==> config.mk <==
export PLATFORM = sky130hd
export DESIGN_NAME = request_queue
export DESIGN_NICKNAME = d
export VERILOG_FILES = /design/src/rtl/request_queue_pkg.sv /design/src/rtl/request_queue_sat_counter.sv /design/src/rtl/request_queue.sv
export SDC_FILE = /design/constraint.sdc
export NUM_CORES = 1
export LEC_CHECK = 0
export ABC_AREA = 1
export BUFFER_PORTS_ARGS = -buffer_cell sky130_fd_sc_hd__buf_2
export CORE_ASPECT_RATIO = 1.2
export CORE_MARGIN = 1
export CORE_UTILIZATION = 27
export DETAILED_ROUTE_END_ITERATION = 10
export PLACE_DENSITY = 0.39
export SLEW_MARGIN = 20
export SYNTH_ARGS = -nofsm -noshare
export SYNTH_HDL_FRONTEND = slang
export SYNTH_SLANG_ARGS = --single-unit
==> constraint.sdc <==
create_clock -name clk -period 3.8 [get_ports clk]
set_input_delay 0.76 -clock clk [delete_from_list [all_inputs] [get_ports clk]]
set_output_delay 0.76 -clock clk [all_outputs]
set_load 0.01 [all_outputs]
==> src/rtl/request_queue_pkg.sv <==
// Shared types for the parser-to-scheduler request queue: opcode encoding,
// queue entry layout and the occupancy state exported for debug.
package request_queue_pkg;

    typedef enum logic [1:0] {
        OP_READ     = 2'd0,
        OP_WRITE    = 2'd1,
        OP_ACTIVATE = 2'd2,
        OP_REFRESH  = 2'd3
    } parsed_op_t;

    localparam int QUEUE_DEPTH = 16;

    typedef struct packed {
        parsed_op_t  opcode;
        logic [31:0] address;
        logic [7:0]  age;
    } queue_entry_t;

    typedef enum logic [1:0] {
        OCC_EMPTY   = 2'd0,
        OCC_PARTIAL = 2'd1,
        OCC_FULL    = 2'd2
    } occ_state_t;

endpackage

==> src/rtl/request_queue_sat_counter.sv <==
// Per-entry age counter: clears when the slot is written, counts while the
// slot is occupied and sticks at all-ones.
module request_queue_sat_counter #(
    parameter int W = 8
) (
    input  logic         clk,
    input  logic         rst_n,
    input  logic         clear,
    input  logic         en,
    output logic [W-1:0] value
);

    always_ff @(posedge clk or negedge rst_n) begin
        if (!rst_n) begin
            value <= '0;
        end else if (clear) begin
            value <= '0;
        end else if (en && (value != '1)) begin
            value <= value + 1'b1;
        end
    end

endmodule

==> src/rtl/request_queue.sv <==
// In-order request queue between the parser and the DRAM scheduler, with
// backpressure, sticky drop flag and a saturating age per entry.
//
// Handshake: the parser strobe op_ready_s is a push attempt; it is accepted
// when the queue is not full or the head is retired in the same cycle, and is
// otherwise dropped and recorded in overflow. pop retires the head only when
// head_valid is high; a pop on an empty queue has no effect.
module request_queue
    import request_queue_pkg::*;
#(
    parameter int ADDRESS_WIDTH = 32,
    parameter int DEPTH         = QUEUE_DEPTH,
    parameter int AGE_WIDTH     = 8
) (
    input  logic                     clk,
    input  logic                     rst_n,
    input  logic                     op_ready_s,
    input  parsed_op_t               opcode,
    input  logic [ADDRESS_WIDTH-1:0] address,
    output logic                     q_full,
    output logic                     head_valid,
    output parsed_op_t               head_opcode,
    output logic [ADDRESS_WIDTH-1:0] head_address,
    output logic [AGE_WIDTH-1:0]     head_age,
    input  logic                     pop,
    output logic [$clog2(DEPTH):0]   count,
    output logic                     overflow,
    output occ_state_t               occ_state
);

    localparam int PW = $clog2(DEPTH);
    localparam int CW = PW + 1;
    localparam logic [CW-1:0] FULL_COUNT = CW'(DEPTH);
    localparam logic [CW-1:0] LAST_COUNT = CW'(DEPTH - 1);
    localparam logic [CW-1:0] ONE_COUNT  = CW'(1);

    logic [PW-1:0]            rd_ptr;
    logic [PW-1:0]            wr_ptr;
    logic                     push_ok;
    logic                     pop_ok;
    parsed_op_t               op_mem   [DEPTH];
    logic [ADDRESS_WIDTH-1:0] addr_mem [DEPTH];
    logic [AGE_WIDTH-1:0]     age_mem  [DEPTH];
    logic [DEPTH-1:0]         occupied;
    occ_state_t               state_q;
    occ_state_t               state_d;

    assign head_valid = (count != '0);
    assign q_full     = (count == FULL_COUNT);
    assign pop_ok     = pop && head_valid;
    assign push_ok    = op_ready_s && (!q_full || pop_ok);
    assign occ_state  = state_q;

    always_ff @(posedge clk or negedge rst_n) begin
        if (!rst_n) begin
            rd_ptr   <= '0;
            wr_ptr   <= '0;
            count    <= '0;
            overflow <= 1'b0;
            state_q  <= OCC_EMPTY;
        end else begin
            if (push_ok) begin
                wr_ptr <= wr_ptr + 1'b1;
            end
            if (pop_ok) begin
                rd_ptr <= rd_ptr + 1'b1;
            end
            case ({push_ok, pop_ok})
                2'b10:   count <= count + 1'b1;
                2'b01:   count <= count - 1'b1;
                default: count <= count;
            endcase
            if (op_ready_s && !push_ok) begin
                overflow <= 1'b1;
            end
            state_q <= state_d;
        end
    end

    // Payload storage carries no reset; only the pointers define validity.
    always_ff @(posedge clk) begin
        if (push_ok) begin
            op_mem[wr_ptr]   <= opcode;
            addr_mem[wr_ptr] <= address;
        end
    end

    // A slot is live when its distance from the read pointer is below count.
    always_comb begin
        logic [PW-1:0] rel;
        rel      = '0;
        occupied = '0;
        for (int i = 0; i < DEPTH; i++) begin
            rel         = PW'(i) - rd_ptr;
            occupied[i] = ({1'b0, rel} < count);
        end
    end

    for (genvar g = 0; g < DEPTH; g++) begin : g_age
        request_queue_sat_counter #(
            .W(AGE_WIDTH)
        ) u_age (
            .clk  (clk),
            .rst_n(rst_n),
            .clear(push_ok && (wr_ptr == PW'(g))),
            .en   (occupied[g]),
            .value(age_mem[g])
        );
    end

    always_comb begin
        head_opcode  = OP_READ;
        head_address = '0;
        head_age     = '0;
        if (head_valid) begin
            head_opcode  = op_mem[rd_ptr];
            head_address = addr_mem[rd_ptr];
            head_age     = age_mem[rd_ptr];
        end
    end

    always_comb begin
        state_d = state_q;
        case (state_q)
            OCC_EMPTY: begin
                if (push_ok) begin
                    state_d = OCC_PARTIAL;
                end
            end
            OCC_PARTIAL: begin
                if (push_ok && !pop_ok && (count == LAST_COUNT)) begin
                    state_d = OCC_FULL;
                end else if (pop_ok && !push_ok && (count == ONE_COUNT)) begin
                    state_d = OCC_EMPTY;
                end
            end
            OCC_FULL: begin
                if (pop_ok && !push_ok) begin
                    state_d = OCC_PARTIAL;
                end
            end
            default: state_d = OCC_EMPTY;
        endcase
    end

endmodule

After elaboration in Yosys (flattened, before gate mapping):

Memories as Yosys holds them, arrays and structs flattened.
Index checks and enable logic that the tools add are counted.

* add/sub/neg operators: 36
* multiply operators: 0
* div/mod/pow operators: 0
* $lt $le $gt $ge: 17
* equality and inequality tests: 41
* shift operators: 0
* multiplexer cells: 46
* bitwise operators: 1
* reduce and logical (&&, ||, !) cells: 64

Operators with widths (count)
* 8-bit two-way mux: 35
* 8-bit by 1-bit adder with 8-bit output, second input constant: 16
* 8-bit != test, second input constant: 16
* 4-bit by 5-bit less-than comparator with 1-bit output: 16
* 1-bit logical AND: 39
* 2-bit nonzero test: 17
* 8-bit binary-select mux with 4-bit select: 1
* 4-bit == test, second input constant: 8
* 32-bit two-way mux: 1
* 4-bit subtractor, first input constant: 8
* 4-bit by 3-bit == test with 1-bit output, second input constant: 4
* 3-bit by 4-bit subtractor with 4-bit output, first input constant: 4
* 2-bit two-way mux: 5
* 5-bit one-hot mux with 2 select lines: 1
* 4-bit by 1-bit adder with 4-bit output, second input constant: 2
* 4-bit by 2-bit == test with 1-bit output, second input constant: 2
* 1-bit by 4-bit subtractor with 4-bit output, first input constant: 2
* 2-bit by 4-bit subtractor with 4-bit output, first input constant: 2
* 2-bit one-hot mux with 3 select lines: 1
* 5-bit by 1-bit adder with 5-bit output, second input constant: 1
* 5-bit by 1-bit == test with 1-bit output, second input constant: 1
* 5-bit by 4-bit == test with 1-bit output, second input constant: 1
* 5-bit == test, second input constant: 1
* 5-bit >= comparator, second input constant: 1
* 14 further kinds: 20

* register bits after elaboration: 144
* bits in latches: 0
* RAM bits: 544
* bits in read-only memories: 0
* output and inout port bits: 52
* logic and storage cells: 228
* memories kept: 2

Memory list
* addr_mem: depth 16, bits a word 32, rd ports 1, clocked after memory_dff 0, write ports 1, line request_queue.sv:42 `logic [ADDRESS_WIDTH-1:0] addr_mem [DEPTH];`
* op_mem: depth 16, bits a word 2, rd ports 1, clocked after memory_dff 0, write ports 1, line request_queue.sv:41 `parsed_op_t op_mem [DEPTH];`

Longest topological paths before layout:

* word-level depth: 10
* depth in mapped cells: 19

Cells and area by module:

A second synthesis with hierarchy kept.

* cells, all modules: 4025
* area total of the unflattened synthesis: 34713.3 µm²

Modules (own cells, without submodules)
* request_queue: instances 1, cells each 2841, area each 26525.4 µm², seq. area each 16736.1 µm²
* request_queue_sat_counter: instances 16, cells each 74, area each 511.7 µm², seq. area each 200.2 µm²

Least setup slack after synthesis:

Ideal clock, no wire load.

* kind: reg2reg
* from: reg rd_ptr[1]
* to: reg g_age[0].u_age.value[0]
* setup time: 67 ps
* data arrival time: 2690 ps
* setup slack: 1043 ps
* stages on the path, launching flop included: 18
* buffers on the path: 3
* clock period less this slack: 2757 ps
* cells stage by stage: dfrtp_1 > buf_2 > inv_2 > buf_2 > buf_2 > ha_1 > nor2_1 > or2_2 > nand2_1 > o21ai_0 > ha_1 > inv_1 > nor2_1 > nand2_1 > nand3_1 > nor2_1 > nand3_1 > nand2_1

* longest elaborated chain between the ends: 4

Ends and longest elaborated chain
* start, declared: line request_queue.sv:37 `logic [PW-1:0] rd_ptr;`
* start signal, assigned: line request_queue.sv:66 `rd_ptr <= rd_ptr + 1'b1;`
* 1-bit by 4-bit subtractor with 4-bit output: line request_queue.sv:94 `rel = PW'(i) - rd_ptr;`
* 4-bit by 5-bit less-than comparator with 1-bit output: line request_queue.sv:95 `occupied[i] = ({1'b0, rel} < count);`
* 1-bit logical AND: line request_queue_sat_counter.sv:18 `end else if (en && (value != '1)) begin`
* 2-bit nonzero test (no line)
* end signal, assigned: line request_queue_sat_counter.sv:19 `value <= value + 1'b1;`
* end, declared: line request_queue_sat_counter.sv:10 `output logic [W-1:0] value`

No other way between the ends.
A chain may end at the register's enable or synchronous reset.

Worst setup path in the final report:

* from: reg rd_ptr[1]
* to: out head_age[7]

* longest elaborated chain between the ends: 5

Ends and longest elaborated chain
* 4-bit inverter with 5-bit output (implied by the code): line request_queue.sv:118 `head_age = age_mem[rd_ptr];`
* 8-bit binary-select mux with 4-bit select: line request_queue.sv:118
* 8-bit two-way mux (implied by the code) (2 in series): line request_queue.sv:118
* 8-bit two-way mux: line request_queue.sv:115 `if (head_valid) begin`
* end, declared: line request_queue.sv:24 `output logic [AGE_WIDTH-1:0] head_age,`

No other way between the ends. The select of a mux whose other input is x is not followed.

==> impl_metrics.py <==
metrics = {
    "run_status": {
        "status": "completed",
    },
    "clocking": {
        "cts_sinks": 688,
        "clk_pin_slew_ps": 60,
        "cts_buffer_depth": 3,
        "cts_tree": "done",
        "clockRootBuffer": "clkbuf_16",
        "cts_buffers": 82,
        "htreeDepth": 3,
        "insertion_delay_ps": 670,
    },
    "placement": {
        "port_buffers": 89,
        "dp_hpwl_um": 66400,
        "place_area_mm2": 0.0388,
        "place_congestion": 0.824,
        "dp_cells": 6120,
    },
    "synth": {
        "avgSynthCellArea_um2": 8.27,
        "ys_async_sr_fraction": 0.209,
        "syn-cell-area_mm2": 0.0359,
        "synth_top_area_cell": "edfxtp_1",
        "ys_seq_area_frac": 0.555,
        "synthAdderAreaFrac": 0.0216,
        "synth_top_family_by_area": "simple AND/OR/NAND/NOR gates",
        "synth-seq-cells": 688,
        "synth-edff-count": 544,
        "synth_cells": 4348,
        "synth_cell_type_count": 37,
        "synth_xor_area_frac": 0.0107,
        "synth_area_leaders": "edfxtp_1 (45%), nand2_1 (16%), dfrtp_1 (10%), inv_1 (8.9%), nand3_1 (8.5%)",
        "yosys_warnings": 0,
        "synth_nets": 4448,
        "synth_compound_area_frac": 0.00961,
        "synthDominantCellAreaShare": 0.454,
        "synthFlopType": "edfxtp_1",
        "synth.area.mux_share": 0,
        "synth_simple_gate_area_share": 0.291,
    },
    "timing": {
        "hold_violations": 0,
        "rsz0062_at_grt": "false",
        "fin_setup_tns_ps": 0,
        "drv_slew": 0,
        "setup_viol": 0,
        "max_slew_margin": 0.427,
        "min_period_ps": 3660,
        "fin_worst_skew_ps": 22.2,
        "worst_slew_pin_slew_ps": 860,
        "period_share": 0.964,
        "clock.fmax_ghz": 0.273,
    },
    "worst_setup_path": {
        "cp-startpoint": "rd_ptr[1]$_DFFE_PN0P_",
        "critPathArrivalTime_ps": 2900,
        "critPathLaunchType": "register",
        "r2r-end": "g_age[0].u_age.value[3]$_DFFE_PN0P_",
        "r2r-start": "rd_ptr[1]$_DFFE_PN0P_",
        "cp-end-kind": "primary output",
        "r2r_cells": 14,
        "rrSetupSlack_ps": 680,
        "cp.required_ps": 3040,
        "crit_type": "register to primary output",
        "worstPathMaxFanout": 43,
    },
    "grt": {
        "grt-ovfl-total": 0,
        "antenna_found_initial": 9,
        "grt_pass1_wl_um": 167000,
        "track_usage": 0.165,
        "grt_max_degree": 129,
        "grt_pass1_vias": 26064,
    },
    "cells_and_area": {
        "syn2layout_area_growth_pct": 15.2,
        "fin_cells": 6270,
        "fin_util": 0.314,
        "layout_commonest_cell": "nand2_1",
        "post-route-cell-area_mm2": 0.0414,
        "drive_above_1_share": 0.0748,
        "final_nets": 4529,
        "layout.cells.most_common_list": "nand2_1 (1562), inv_1 (842), nand3_1 (611), edfxtp_1 (544), nor2_1 (201)",
    },
    "power_and_ir_drop": {
        "ir_drop_v": 0.000599,
        "p_leak_nw": 20.2,
        "p_per_area_mw_per_mm2": 811,
    },
    "routing": {
        "wl_per_cell_um": 17.6,
        "vias": 26950,
        "drtIter0Drc": 1618,
        "drt-pass1-iter-count": 5,
        "drc": 0,
        "drt-vias-per-instance": 4.30,
        "wirelength_um": 111000,
        "detail-route-antenna-nets": 0,
    },
    "die": {
        "die-area_mm2": 0.135,
        "placementRows": 146,
        "die_width_um": 335,
        "core-area_mm2": 0.132,
        "die_h_um": 402,
        "start_util": 0.272,
        "ios": 90,
    },
    "min_path": {
        "hold_class": "input port to async pin",
    },
    "flow_run": {
        "maxCapViolCount": 0,
    },
}
registers in the layout, summed over array words and instances (netlist names):
name,cells
op_mem,32
g_age.u_age.value,128
count,5
occ_state,2
overflow,1
wr_ptr,4
rd_ptr,4
addr_mem,512
worst max path at each step:
stage	slack, ps	to
after floorplan	1040	g_age[0].u_age.value[0]$_DFFE_PN0P_
after global placement	740	g_age[0].u_age.value[6]$_DFFE_PN0P_
after detailed placement	710	g_age[2].u_age.value[6]$_DFFE_PN0P_
after CTS	30	head_opcode[1]
after global routing	3	head_address[14]
final	140	head_age[7]
worst max-delay path, cell delays in order, from the launching register on:
cell,delay [ps]
dfrtp_4,530
inv_8,310
buf_4,430
nand3_1,120
nand2_1,120
nand2_1,90
nand2_1,130
nor2_1,50
nor2_1,230
buf_2,190
Yosys cell counts, types with 15 or more instances:
cell type,count
o21ai_0,47
buf_4,16
inv_1,851
nand4_1,40
buf_1,15
buf_2,85
dfrtp_1,144
nor2_1,204
edfxtp_1,544
nand2_1,1562
xor2_1,41
ha_1,62
clkbuf_1,45
nand3_1,611
per-stage QoR:
step	worst slack [ps]	power (mW)	hold slack, ps
6_report	136	33.6	154
3_3_place_gp	741	26.3	451
2_1_floorplan	1040	20.5	464
4_1_cts	34.8	34.2	158
3_5_place_dp	709	26.3	454
5_1_grt	3.15	36.4	208
cell families after synthesis:
| kind of cell | Yosys count |
|---|---|
| AND/OR/NAND/NOR | 2462 |
| AO/OA/AOI/OAI | 63 |
| buffers and inverters | 1029 |
| XOR/XNOR | 44 |
| adder cells (fa/ha/maj) | 62 |
| flip-flops | 688 |
layout make-up:
type                       instances  area, um^2
multi-input combinational       2631       12000
fill                           13959       90700
clock buffer                     114        2210
antenna                            1        2.50
inverter                         866        3270
timing repair buffer             160        1430
tap                             1776        2220
sequential                       688       19900
clock inverter                    34         335
routing by layer:
metal	up-vias	part of all wire	GRT usage
met2	312	0.49	0.283
met4	6	0.019	0.0428
li1	13683	-	-
met1	12827	0.46	0.218
met5	-	0.00041	0
met3	122	0.028	0.0189
power by group:
part	switching, mW	internal [mW]	total [mW]
sequential	0.866	9.36	10.2
clock	3.27	4.42	7.68
combinational	10.9	4.74	15.7
total	15.1	18.5	33.6
what timing repair did:
item | in CTS | in global routing
buffers inserted | 0 | 0
endpoints found under the hold margin | 0 | 0
resized for setup | 0 | 3
hold buffers | 0 | 0
endpoints found under the setup margin | 0 | 5
Note: power is estimated with default switching activity, not from simulation.
